--- config.mk ---
export PLATFORM = sky130hd
export DESIGN_NAME = conv3x3_window_gen
export DESIGN_NICKNAME = d
export VERILOG_FILES = /design/src/rtl/conv3x3_window_gen.sv
export SDC_FILE = /design/constraint.sdc
export NUM_CORES = 1
export LEC_CHECK = 0
export ABC_AREA = 1
export BUFFER_PORTS_ARGS = -buffer_cell sky130_fd_sc_hd__buf_2
export CAP_MARGIN = 10
export CORE_MARGIN = 2
export CORE_UTILIZATION = 54
export DETAILED_ROUTE_END_ITERATION = 6
export PLACE_DENSITY = 0.7
export REMOVE_ABC_BUFFERS = 1
export SLEW_MARGIN = 20
export SYNTH_ARGS = -nofsm -noshare
export SYNTH_HDL_FRONTEND = slang
export SYNTH_SLANG_ARGS = --single-unit
--- constraint.sdc ---
create_clock -name clk -period 7.3 [get_ports clk]
set_input_delay 0.73 -clock clk [delete_from_list [all_inputs] [get_ports clk]]
set_output_delay 0.73 -clock clk [all_outputs]
set_load 0.005 [all_outputs]
--- src/rtl/conv3x3_window_gen.sv ---
// rtl/conv3x3_window_gen.sv - 3x3 sliding-window generator fed from a show-ahead FIFO
module conv3x3_window_gen #(
  parameter int DATA_WIDTH = 8,
  parameter int IMG_WIDTH  = 32,
  parameter int IMG_HEIGHT = 32,
  parameter int CNT_WIDTH  = 10
) (
  input  logic                    clk,
  input  logic                    rst,
  input  logic                    frame_clr,
  input  logic [DATA_WIDTH-1:0]   fifo_rd_data,
  input  logic                    fifo_empty,
  output logic                    fifo_rd_en,
  output logic [9*DATA_WIDTH-1:0] win_data,
  output logic                    win_valid,
  input  logic                    win_ready,
  output logic                    win_last
);

  localparam int AW = $clog2(IMG_WIDTH);
  localparam logic [CNT_WIDTH-1:0] COL_LAST   = CNT_WIDTH'(IMG_WIDTH - 1);
  localparam logic [CNT_WIDTH-1:0] ROW_LAST   = CNT_WIDTH'(IMG_HEIGHT - 1);
  localparam logic [CNT_WIDTH-1:0] FIRST_FULL = CNT_WIDTH'(2);
  localparam logic [CNT_WIDTH-1:0] CNT_ONE    = CNT_WIDTH'(1);

  // lb1 holds the row two above the incoming pixel, lb0 the row directly above
  logic [DATA_WIDTH-1:0] lb0_q [IMG_WIDTH];
  logic [DATA_WIDTH-1:0] lb1_q [IMG_WIDTH];

  logic [8:0][DATA_WIDTH-1:0] win_q, win_d;
  logic [CNT_WIDTH-1:0]       row_q, row_d;
  logic [CNT_WIDTH-1:0]       col_q, col_d;
  logic                       valid_q, valid_d;
  logic                       last_q, last_d;

  logic                       pop;
  logic [AW-1:0]              col_idx;
  logic [DATA_WIDTH-1:0]      lb0_rd;
  logic [DATA_WIDTH-1:0]      lb1_rd;

  assign pop     = ~fifo_empty & (~valid_q | win_ready) & ~frame_clr;
  assign col_idx = col_q[AW-1:0];
  assign lb0_rd  = lb0_q[col_idx];
  assign lb1_rd  = lb1_q[col_idx];

  always_comb begin
    win_d   = win_q;
    row_d   = row_q;
    col_d   = col_q;
    valid_d = valid_q;
    last_d  = last_q;
    if (frame_clr) begin
      row_d   = '0;
      col_d   = '0;
      valid_d = 1'b0;
      last_d  = 1'b0;
    end else if (pop) begin
      for (int i = 0; i < 3; i++) begin
        win_d[3*i]   = win_q[3*i+1];
        win_d[3*i+1] = win_q[3*i+2];
      end
      win_d[2] = lb1_rd;
      win_d[5] = lb0_rd;
      win_d[8] = fifo_rd_data;
      // Rows 0..1 carry stale line-buffer data, so only r>=2 & c>=2 is a real window
      valid_d = (row_q >= FIRST_FULL) && (col_q >= FIRST_FULL);
      last_d  = (row_q == ROW_LAST) && (col_q == COL_LAST);
      if (col_q == COL_LAST) begin
        col_d = '0;
        row_d = (row_q == ROW_LAST) ? '0 : row_q + CNT_ONE;
      end else begin
        col_d = col_q + CNT_ONE;
      end
    end else if (win_ready) begin
      valid_d = 1'b0;
      last_d  = 1'b0;
    end
  end

  always_ff @(posedge clk or posedge rst) begin
    if (rst) begin
      win_q   <= '0;
      row_q   <= '0;
      col_q   <= '0;
      valid_q <= 1'b0;
      last_q  <= 1'b0;
    end else begin
      win_q   <= win_d;
      row_q   <= row_d;
      col_q   <= col_d;
      valid_q <= valid_d;
      last_q  <= last_d;
    end
  end

  always_ff @(posedge clk) begin
    if (pop) begin
      lb1_q[col_idx] <= lb0_rd;
      lb0_q[col_idx] <= fifo_rd_data;
    end
  end

  assign fifo_rd_en = pop;
  assign win_data   = win_q;
  assign win_valid  = valid_q;
  assign win_last   = last_q;

endmodule
* After elaboration in Yosys (flattened, before gate mapping)
Memories as Yosys holds them, arrays and structs flattened. A register that Yosys moved wholly into a read port is not among the register bits.
Index checks and enable logic that the tools add are counted.
** Operators by class
- Mux-type cells :: 14
- Bitwise logic cells :: 6
- Add/sub/neg operators :: 2
- Equality and inequality tests :: 2
- Magnitude comparators :: 2
- Reductions and logical operators :: 7
** Operator list (number)
- $mux 10 :: 7
- $add 10x1->10 const B :: 2
- $eq 10x5->1 const B :: 2
- $ge 10x2->1 const B :: 2
- $mux 1 :: 7
- $reduce_and 2->1 :: 2
- $reduce_bool 2->1 :: 2
- $not 1->1 :: 3
- $reduce_bool 3->1 :: 1
- $and 1x1->1 :: 2
- $logic_and 1x1->1 :: 2
- $or 1x1->1 :: 1
** Word-level totals
- Input bits :: 13
- Output and inout port bits :: 75
- Bits in writable memories :: 512
- Register bits after elaboration :: 86
- Word-level logic and storage cells :: 47
- Memories kept :: 2
** Memories
- lb0_q :: words 32, bits a word 8, read ports 1, clocked after Yosys merged registers in 0, wr ports 1, line 27 : logic [DATA_WIDTH-1:0] lb0_q [IMG_WIDTH];
- lb1_q :: words 32, bits a word 8, read ports 1, clocked after Yosys merged registers in 1, wr ports 1, line 28 : logic [DATA_WIDTH-1:0] lb1_q [IMG_WIDTH];

* Depth between registers and ports, before layout
Gate-level depths: netlist of the first run.
- Word-level depth :: 6
- Gate-level depth with buffers :: 14
- Mapped depth without buffers :: 11

* Worst setup path after synthesis of the first run
Ideal clock, no wire load.
- Kind :: input-to-reg
- Start :: in win_ready
- End :: mem lb0_q[0][0], enable pin
- Data required time :: 6912 ps
- Stages :: 7
- Setup time :: 388 ps
- Buffers on the path :: 1
- Setup slack :: 4737 ps
- Data arrival time :: 2175 ps
- Cells stage by stage :: inv_1 > nand2_1 > nand2_1 > nor2_2 > buf_2 > nand2_1 > nor2_1
** On the way
- Longest elaborated chain between the ends :: 5
** Ends and longest elaborated chain
- start, declared :: line 16 : input logic win_ready,
- $or 1x1->1 :: line 41 : assign pop = ~fifo_empty & (~valid_q | win_ready) & ~frame_clr;
- $and 1x1->1 (2 in a row) :: line 41
- $mux 1 :: line 97 : if (pop) begin
- $mux 1 (not written as such) :: line 99 : lb0_q[col_idx] <= fifo_rd_data;
- end, declared :: line 27
Every way passes these cells.

* Final worst setup path of the first run
- Start :: reg col_q[1]
- End :: reg win_q, in the netlist win_data[46]
** On the way
- Longest elaborated chain between the ends :: 1
** Ends and longest elaborated chain
- start, declared :: line 32 : logic [CNT_WIDTH-1:0] col_q, col_d;
- start signal, assigned :: line 90 : col_q <= col_d;
- $mem_v2 32x8
- via lb0_rd[6] :: line 38 : logic [DATA_WIDTH-1:0] lb0_rd;
- end signal, assigned :: line 88 : win_q <= win_d;
- end, declared :: line 30 : logic [8:0][DATA_WIDTH-1:0] win_q, win_d;
The timed path passes the listed nets, and every way through them passes these cells.
A chain may end at the register's enable or synchronous reset.

==> results of run 1 <==
==> synthesized netlist by cell type <==
master / instances
nand4_1: 13
xor2_1: 3
or2_2: 9
o22ai_1: 1
dfrtp_1: 94
nand2_2: 1
o21ai_0: 66
nor3_1: 9
clkbuf_1: 37
nand3_1: 160
buf_4: 13
nor3_2: 3
buf_6: 2
nor4_1: 1
a21oi_1: 5
buf_1: 9
nor2_8: 1
inv_2: 6
buf_2: 53
inv_1: 280
ha_1: 6
nor2_2: 6
nor2_1: 121
nand2_1: 1180
edfxtp_1: 512
nand2_4: 2
==> critical path: stages, from the launching register on <==
cell     delay, ps
dfrtp_4        730
buf_4          590
buf_4          700
nand2_1        140
nand2_1         80
nand2_1         50
nand2_1        140
nor2_1          70
nand2_1        480
buf_4          380
nand2_1         80
nand2_1         80
==> layout by cell type (no fill, tap or decap), drive strengths merged <==
cell | netlist | final
nand4 | 13 | 13
nor3 | 12 | 12
clkinvlp | 0 | 3
nand2 | 1183 | 1183
inv | 286 | 287
or2 | 9 | 9
dfrtp | 94 | 94
o22ai | 1 | 1
buf | 77 | 134
clkinv | 0 | 24
nor2 | 128 | 128
a21oi | 5 | 5
nor4 | 1 | 1
clkbuf | 37 | 83
o21ai | 66 | 66
xor2 | 3 | 3
nand3 | 160 | 160
edfxtp | 512 | 512
bufinv | 0 | 4
ha | 6 | 6
==> state kept, by name (all words and copies together) (netlist names) <==
register   flops
win_valid      1
win_data      72
row_q         10
col_q         10
lb1_q        256
win_last       1
lb0_q        256
==> layer usage <==
metal / routed length [um] / GRT usage / share of wire / vias to the layer above
li1: - / - / - / 8428
met5: 0 / 0 / 0 / -
met2: 29740 / 0.4120 / 0.47 / 727
met3: 4663 / 0.03835 / 0.074 / 133
met4: 2258 / 0.1028 / 0.036 / 0
met1: 26080 / 0.3516 / 0.42 / 8547
==> layout make-up <==
class,count,share of cell area
multi-input cells,1587,0.2250
repair buffers,134,0.02819
flip-flops and latches,606,0.6147
inverters,286,0.03756
clock buffers,83,0.05768
clock inverters,32,0.01023
well taps,615,0.02667
==> where the power goes <==
group | switching, mW | leakage [nW] | total [mW] | internal, mW
sequential | 0.0814 | 5.82 | 4.00 | 3.92
combinational | 0.537 | 6.00 | 0.752 | 0.215
clock | 1.31 | 0.956 | 3.05 | 1.74
total | 1.93 | 12.8 | 7.80 | 5.88
==> cells by family after synthesis <==
| family | after synthesis |
|---|---|
| xor gates and xnor gates | 3 |
| and+or+nand+nor | 1506 |
| DFF | 606 |
| AOI/OAI and AO/OA | 72 |
| buffers and inverters | 400 |
| adders and majority gates | 6 |
==> through the flow <==
stage	util	TNS, ps	total power [mW]	instances
floorplan	-	-1116700	4.497	2479
global placement	0.5665	0	4.802	3228
detailed placement	0.5666	0	4.822	3228
CTS	0.6079	0	7.848	3343
global route	0.6081	0	8.071	3343
finish	0.6081	0	7.804	3343
==> worst max path at each step <==
| stage | from | end | slack, ps | cells after the start |
|---|---|---|---|---|
| final | col_q[1] | win_data[46] | 3640 | 11 |
| after global routing | col_q[1] | win_data[46] | 3460 | 11 |
| after CTS | col_q[1] | lb1_q[29][1] | 3500 | 8 |
| after detailed placement | col_q[1] | lb1_q[7][1] | 3520 | 8 |
| after global placement | col_q[1] | lb1_q[3][0] | 3530 | 8 |
| after floorplan | col_q[0] | lb0_q[10][0] | -2160 | 4 |
==> metrics.txt, run 1 <==
# TYPE chip_impl_metric gauge
chip_impl_metric{name="track_usage",unit=""} 0.2554
chip_impl_metric{name="final_cell_area",unit="um^2"} 28850
chip_impl_info{name="synth_top_family_by_area",value="simple AND/OR/NAND/NOR gates"} 1
chip_impl_metric{name="floorplan.die_area",unit="um^2"} 49560
chip_impl_metric{name="synth_simple_gate_area_frac",unit=""} 0.2321
chip_impl_metric{name="maxSlewViolCount",unit=""} 0
chip_impl_metric{name="avgSynthCellArea",unit="um^2"} 9.954
chip_impl_metric{name="via_count_of_the_first_global_routing_pass",unit=""} 17078
chip_impl_metric{name="detailed_routing_iteration_count_for_the_pre_antenna_repair_pass",unit=""} 7
chip_impl_metric{name="initialDrtViolationCount",unit=""} 2214
chip_impl_metric{name="routed_wirelength",unit="um"} 62740
chip_impl_metric{name="detail-route-antenna-nets",unit=""} 0
chip_impl_metric{name="synth_top_area_share",unit=""} 0.5957
chip_impl_metric{name="clkSlewWorstSetupHoldPaths",unit="ps"} 60
chip_impl_info{name="outcome",value="complete, no violations"} 1
chip_impl_metric{name="detailroute.via_count",unit=""} 17835
chip_impl_metric{name="synth.yosys.seq_area_share",unit=""} 0.6868
chip_impl_metric{name="synth-compound-area-share",unit=""} 0.01401
chip_impl_metric{name="globalRoute.totalOverflow",unit=""} 0
chip_impl_metric{name="synthMuxAreaShare",unit=""} 0
chip_impl_metric{name="worstMarginPinSlew",unit="ps"} 1051
chip_impl_metric{name="routed_via_density",unit=""} 5.335
chip_impl_info{name="setup_repair_after_global_routing_missed_its_margin",value="no"} 1
chip_impl_metric{name="fillCellCount",unit=""} 3812
chip_impl_metric{name="register_area",unit="um^2"} 17730
chip_impl_metric{name="synthAdderAreaFrac",unit=""} 0.002909
chip_impl_metric{name="post_synth_instance_area",unit="um^2"} 25810
chip_impl_info{name="reg2reg_from",value="col_q[1]"} 1
chip_impl_metric{name="fmaxAchievable",unit="MHz"} 273.0
chip_impl_metric{name="design.final.nets",unit=""} 2695
chip_impl_metric{name="cts_num_sinks",unit=""} 606
chip_impl_info{name="worst-setup-path-type",value="reg2reg"} 1
chip_impl_metric{name="hold_viol",unit=""} 0
chip_impl_metric{name="initial_utilization",unit=""} 0.5440
chip_impl_info{name="cp-end-kind",value="flop"} 1
chip_impl_metric{name="floorplan_die_width",unit="um"} 222.6
chip_impl_metric{name="cp_max_fo",unit=""} 57
chip_impl_metric{name="drc_errors",unit=""} 0
chip_impl_info{name="hp-class",value="in2async"} 1
chip_impl_metric{name="irDropWorstVdd",unit="mV"} 0.1974
chip_impl_metric{name="multiInputGateArea",unit="um^2"} 6491
chip_impl_metric{name="yosysWarningCount",unit=""} 0
chip_impl_metric{name="p_leak",unit="nW"} 12.77
chip_impl_metric{name="last_weighted_congestion_value_of_the_routability_driven_placer",unit=""} 0.8274
chip_impl_metric{name="postCtsSetupBuffers",unit=""} 0
chip_impl_metric{name="hold_ws",unit="ps"} 178.6
chip_impl_info{name="post-synth-top-area-cell",value="edfxtp_1"} 1
chip_impl_metric{name="worst-endpoint-required",unit="ps"} 7870
chip_impl_metric{name="antenna_violations_before_repair",unit=""} 0
chip_impl_info{name="cts_root_buffer",value="clkbuf_16"} 1
chip_impl_metric{name="hpwlAfterDp",unit="um"} 35410
chip_impl_metric{name="timing.slew.headroom",unit=""} 0.2984
chip_impl_metric{name="cts.repair.resized",unit=""} 0
chip_impl_metric{name="synth-xor-area-share",unit=""} 0.001018
chip_impl_metric{name="share_of_layout_cells_above_drive_strength_1",unit=""} 0.09751
chip_impl_metric{name="clock_path_buffers",unit=""} 3
chip_impl_metric{name="worst_r2r_path_depth",unit=""} 11
chip_impl_metric{name="die_height",unit="um"} 222.6
chip_impl_metric{name="power_density",unit="nW/um^2"} 270.5
chip_impl_metric{name="timing.final.ws_setup",unit="ps"} 3637
chip_impl_info{name="tritoncts",value="yes"} 1
chip_impl_metric{name="period_minus_slack",unit="ps"} 3663
chip_impl_metric{name="setup-violations-final",unit=""} 0
chip_impl_metric{name="i_o_pins",unit=""} 88
chip_impl_metric{name="grt_start_max_net_pins",unit=""} 183
chip_impl_metric{name="worst_skew_pair.late_latency",unit="ps"} 630
chip_impl_info{name="synthTopCellsByArea",value="edfxtp_1 60%, nand2_1 17%, dfrtp_1 9.1%, inv_1 4.1%, nand3_1 3.1%"} 1
chip_impl_metric{name="postPlaceCellArea",unit="um^2"} 26880
chip_impl_metric{name="layout_worst_path_cycle_share",unit=""} 0.5017
chip_impl_metric{name="final.setup_skew",unit="ps"} 13.16
chip_impl_metric{name="floorplan.core_area",unit="um^2"} 47450
chip_impl_info{name="rr_endpoint",value="win_data[46]"} 1
chip_impl_info{name="startpoint_type",value="flop"} 1
chip_impl_metric{name="cts_htree_levels",unit=""} 2
chip_impl_metric{name="core.rowCount",unit=""} 80
chip_impl_metric{name="synth.distinct_cells",unit=""} 26
chip_impl_metric{name="critPathArrivalTime",unit="ps"} 4240
chip_impl_metric{name="num_antenna_cells",unit=""} 0
chip_impl_metric{name="ys_ff_latch",unit=""} 606
chip_impl_metric{name="avgRoutedWirePerCell",unit="um"} 18.77
chip_impl_metric{name="worst-r2r-setup-slack",unit="ps"} 3640
chip_impl_metric{name="cells_after_synthesis",unit=""} 2593
chip_impl_metric{name="cts_hold_buffers",unit=""} 0
chip_impl_metric{name="cap_viol_max_count",unit=""} 0
chip_impl_metric{name="numCtsBuffers",unit=""} 61
chip_impl_metric{name="area_growth",unit="%"} 11.78
chip_impl_metric{name="place_ws",unit="ps"} 3522
chip_impl_metric{name="placement.io_buffers",unit=""} 87
chip_impl_metric{name="wire_length_of_the_first_global_routing_pass",unit="um"} 97210
Power figures use the tool's default switching activity.
==> run 2: changes to the inputs <==
==> constraint.sdc (replaced) <==
create_clock -name clk -period 3.4 [get_ports clk]
set_input_delay 0.34 -clock clk [delete_from_list [all_inputs] [get_ports clk]]
set_output_delay 0.34 -clock clk [all_outputs]
set_load 0.005 [all_outputs]
==> run 2 against run 1 <==
Net effect: total power rose by 110%; maximum frequency rose by 31%; clock skew rose by 17 ps; largest power group unchanged; clock power rose by 110%; die area did not move; first-iteration DRC count fell by 11%; combinational power rose by 130%.
==> metrics.txt, run 2 (synthesis results as in run 1) <==
# TYPE chip_impl_metric gauge
chip_impl_metric{name="initial_utilization",unit=""} 0.5440
chip_impl_metric{name="final_cell_area",unit="um^2"} 29140
chip_impl_info{name="rr_endpoint",value="lb1_q[28][4]"} 1
chip_impl_metric{name="hpwlAfterDp",unit="um"} 38100
chip_impl_metric{name="drc_errors",unit=""} 0
chip_impl_metric{name="grt_start_max_net_pins",unit=""} 102
chip_impl_info{name="tritoncts",value="yes"} 1
chip_impl_metric{name="placement.io_buffers",unit=""} 87
chip_impl_metric{name="worst_r2r_path_depth",unit=""} 10
chip_impl_metric{name="track_usage",unit=""} 0.2605
chip_impl_metric{name="timing.final.ws_setup",unit="ps"} 601.8
chip_impl_metric{name="postPlaceCellArea",unit="um^2"} 27210
chip_impl_info{name="startpoint_type",value="flop"} 1
chip_impl_metric{name="initialDrtViolationCount",unit=""} 1965
chip_impl_metric{name="routed_via_density",unit=""} 5.316
chip_impl_metric{name="number_of_placed_instances_with_taps_included",unit=""} 3267
chip_impl_metric{name="core.rowCount",unit=""} 80
chip_impl_metric{name="post_layout_nonfiller_instances",unit=""} 3383
chip_impl_metric{name="p_leak",unit="nW"} 12.99
chip_impl_metric{name="share_of_layout_cells_above_drive_strength_1",unit=""} 0.1069
chip_impl_metric{name="critPathArrivalTime",unit="ps"} 3150
chip_impl_metric{name="num_antenna_cells",unit=""} 0
chip_impl_metric{name="antenna_violations_before_repair",unit=""} 0
chip_impl_info{name="worst-setup-path-type",value="reg2reg"} 1
chip_impl_info{name="crit_path_top_delay_cell",value="dfrtp_4"} 1
chip_impl_metric{name="maxSlewViolCount",unit=""} 0
chip_impl_metric{name="hold_viol",unit=""} 0
chip_impl_metric{name="postCtsSetupBuffers",unit=""} 0
chip_impl_metric{name="worst_skew_pair.late_latency",unit="ps"} 640
chip_impl_metric{name="fmaxAchievable",unit="MHz"} 357.4
chip_impl_info{name="critical_path_cell_by_cell",value="inv_6 -> buf_12 -> nand2_1 -> nand3_1 -> nand2_1 -> nand2_1 -> nand2_1 -> nor2_1 -> nand2_1 -> buf_4"} 1
chip_impl_metric{name="numCtsBuffers",unit=""} 60
chip_impl_metric{name="clock_path_buffers",unit=""} 3
chip_impl_info{name="reg2reg_from",value="col_q[0]"} 1
chip_impl_metric{name="cap_viol_max_count",unit=""} 0
chip_impl_metric{name="fin_util",unit=""} 0.6142
chip_impl_metric{name="period_minus_slack",unit="ps"} 2798
chip_impl_metric{name="via_count_of_the_first_global_routing_pass",unit=""} 17403
chip_impl_metric{name="wire_length_of_the_first_global_routing_pass",unit="um"} 99260
chip_impl_metric{name="cts_num_sinks",unit=""} 606
chip_impl_metric{name="avgRoutedWirePerCell",unit="um"} 18.85
chip_impl_metric{name="detail-route-antenna-nets",unit=""} 0
chip_impl_metric{name="fin_setup_tns",unit="ps"} 0
chip_impl_metric{name="floorplan.core_area",unit="um^2"} 47450
chip_impl_metric{name="worst-r2r-setup-slack",unit="ps"} 600
chip_impl_metric{name="i_o_pins",unit=""} 88
chip_impl_info{name="worstSetupEndpoint",value="lb1_q[28][4]"} 1
chip_impl_metric{name="design.final.nets",unit=""} 2737
chip_impl_info{name="layout.cells.most_common",value="nand2_1"} 1
chip_impl_metric{name="cpPeakStageDelay",unit="ps"} 550
chip_impl_info{name="cp-end-kind",value="flop"} 1
chip_impl_metric{name="worst-endpoint-required",unit="ps"} 3750
chip_impl_metric{name="layout_worst_path_cycle_share",unit=""} 0.8230
chip_impl_metric{name="timing.slew.headroom",unit=""} 0.3803
chip_impl_metric{name="last_weighted_congestion_value_of_the_routability_driven_placer",unit=""} 0.8875
chip_impl_metric{name="cp_max_fo",unit=""} 56
chip_impl_metric{name="routed_wirelength",unit="um"} 63770
chip_impl_metric{name="clkSlewWorstSetupHoldPaths",unit="ps"} 70
chip_impl_info{name="cp-startpoint",value="col_q[0]"} 1
chip_impl_metric{name="cts_htree_levels",unit=""} 2
chip_impl_metric{name="detailroute.via_count",unit=""} 17983
chip_impl_metric{name="irDropWorstVdd",unit="mV"} 0.4199
chip_impl_info{name="cts_root_buffer",value="clkbuf_16"} 1
chip_impl_info{name="outcome",value="complete, no violations"} 1
chip_impl_info{name="layout.cells.most_common_list",value="1180 x nand2_1, 512 x edfxtp_1, 279 x inv_1, 160 x nand3_1, 121 x nor2_1"} 1
chip_impl_metric{name="worstMarginPinSlew",unit="ps"} 929.5
chip_impl_info{name="cp_common_cell",value="nand2_1"} 1
chip_impl_metric{name="report.power.total",unit="mW"} 16.64
chip_impl_metric{name="area_growth",unit="%"} 12.89
chip_impl_metric{name="globalRoute.totalOverflow",unit=""} 0
chip_impl_metric{name="floorplan.die_area",unit="um^2"} 49560
chip_impl_metric{name="final.setup_skew",unit="ps"} 30.53
chip_impl_info{name="setup_repair_after_global_routing_missed_its_margin",value="no"} 1
chip_impl_metric{name="place_ws",unit="ps"} 651.4
chip_impl_info{name="hp-class",value="in2reg"} 1
chip_impl_metric{name="die_height",unit="um"} 222.6
chip_impl_metric{name="hold_ws",unit="ps"} 296.7
chip_impl_metric{name="detailed_routing_iteration_count_for_the_pre_antenna_repair_pass",unit=""} 6
chip_impl_metric{name="floorplan_die_width",unit="um"} 222.6
chip_impl_metric{name="setup-violations-final",unit=""} 0
chip_impl_metric{name="power_density",unit="nW/um^2"} 571.0
## run 2: metal layers
metal	global-route usage	routed length, um
met1	0.3617	26660
met2	0.4231	30170
met3	0.03518	4744
met4	0.09721	2198
met5	0	0
## run 2: worst min-delay path by stage
stage,start,endpoint,slack (ps),cells past startpoint
finish,fifo_empty,col_q[1],300,6
global route,fifo_empty,col_q[1],350,6
CTS,fifo_empty,col_q[1],280,6
detailed placement,win_data[54],win_data[54],450,2
global placement,win_data[55],win_data[55],450,2
floorplan,fifo_rd_data[0],lb0_q[0][0],440,0
## run 2: critical path, delay by kind of cell, from the launching register on
kind	cells	cell delay (ps)
buffers and inverters	3	910
AND/OR/NAND/NOR	7	980
flip-flops	1	550
## run 2: timing repair
item | CTS | global route
hold endpoints to repair | 71 | 0
hold buffers | 4 | 0
resized for setup | 0 | 0
## run 2: report_power, final
part / leakage (nW) / total (mW) / switching, mW / internal, mW
combinational: 6.23 / 1.73 / 1.20 / 0.523
clock: 0.941 / 6.34 / 2.79 / 3.55
sequential: 5.82 / 8.57 / 0.156 / 8.41
## run 2: layout make-up
class | instances | area (um^2)
clock buffer | 79 | 1684
fill | 3815 | 18310
sequential | 606 | 17730
timing repair buffer | 177 | 1209
multi-input combinational | 1587 | 6457
clock inverter | 33 | 201.4
inverter | 286 | 1084
tap | 615 | 769.5
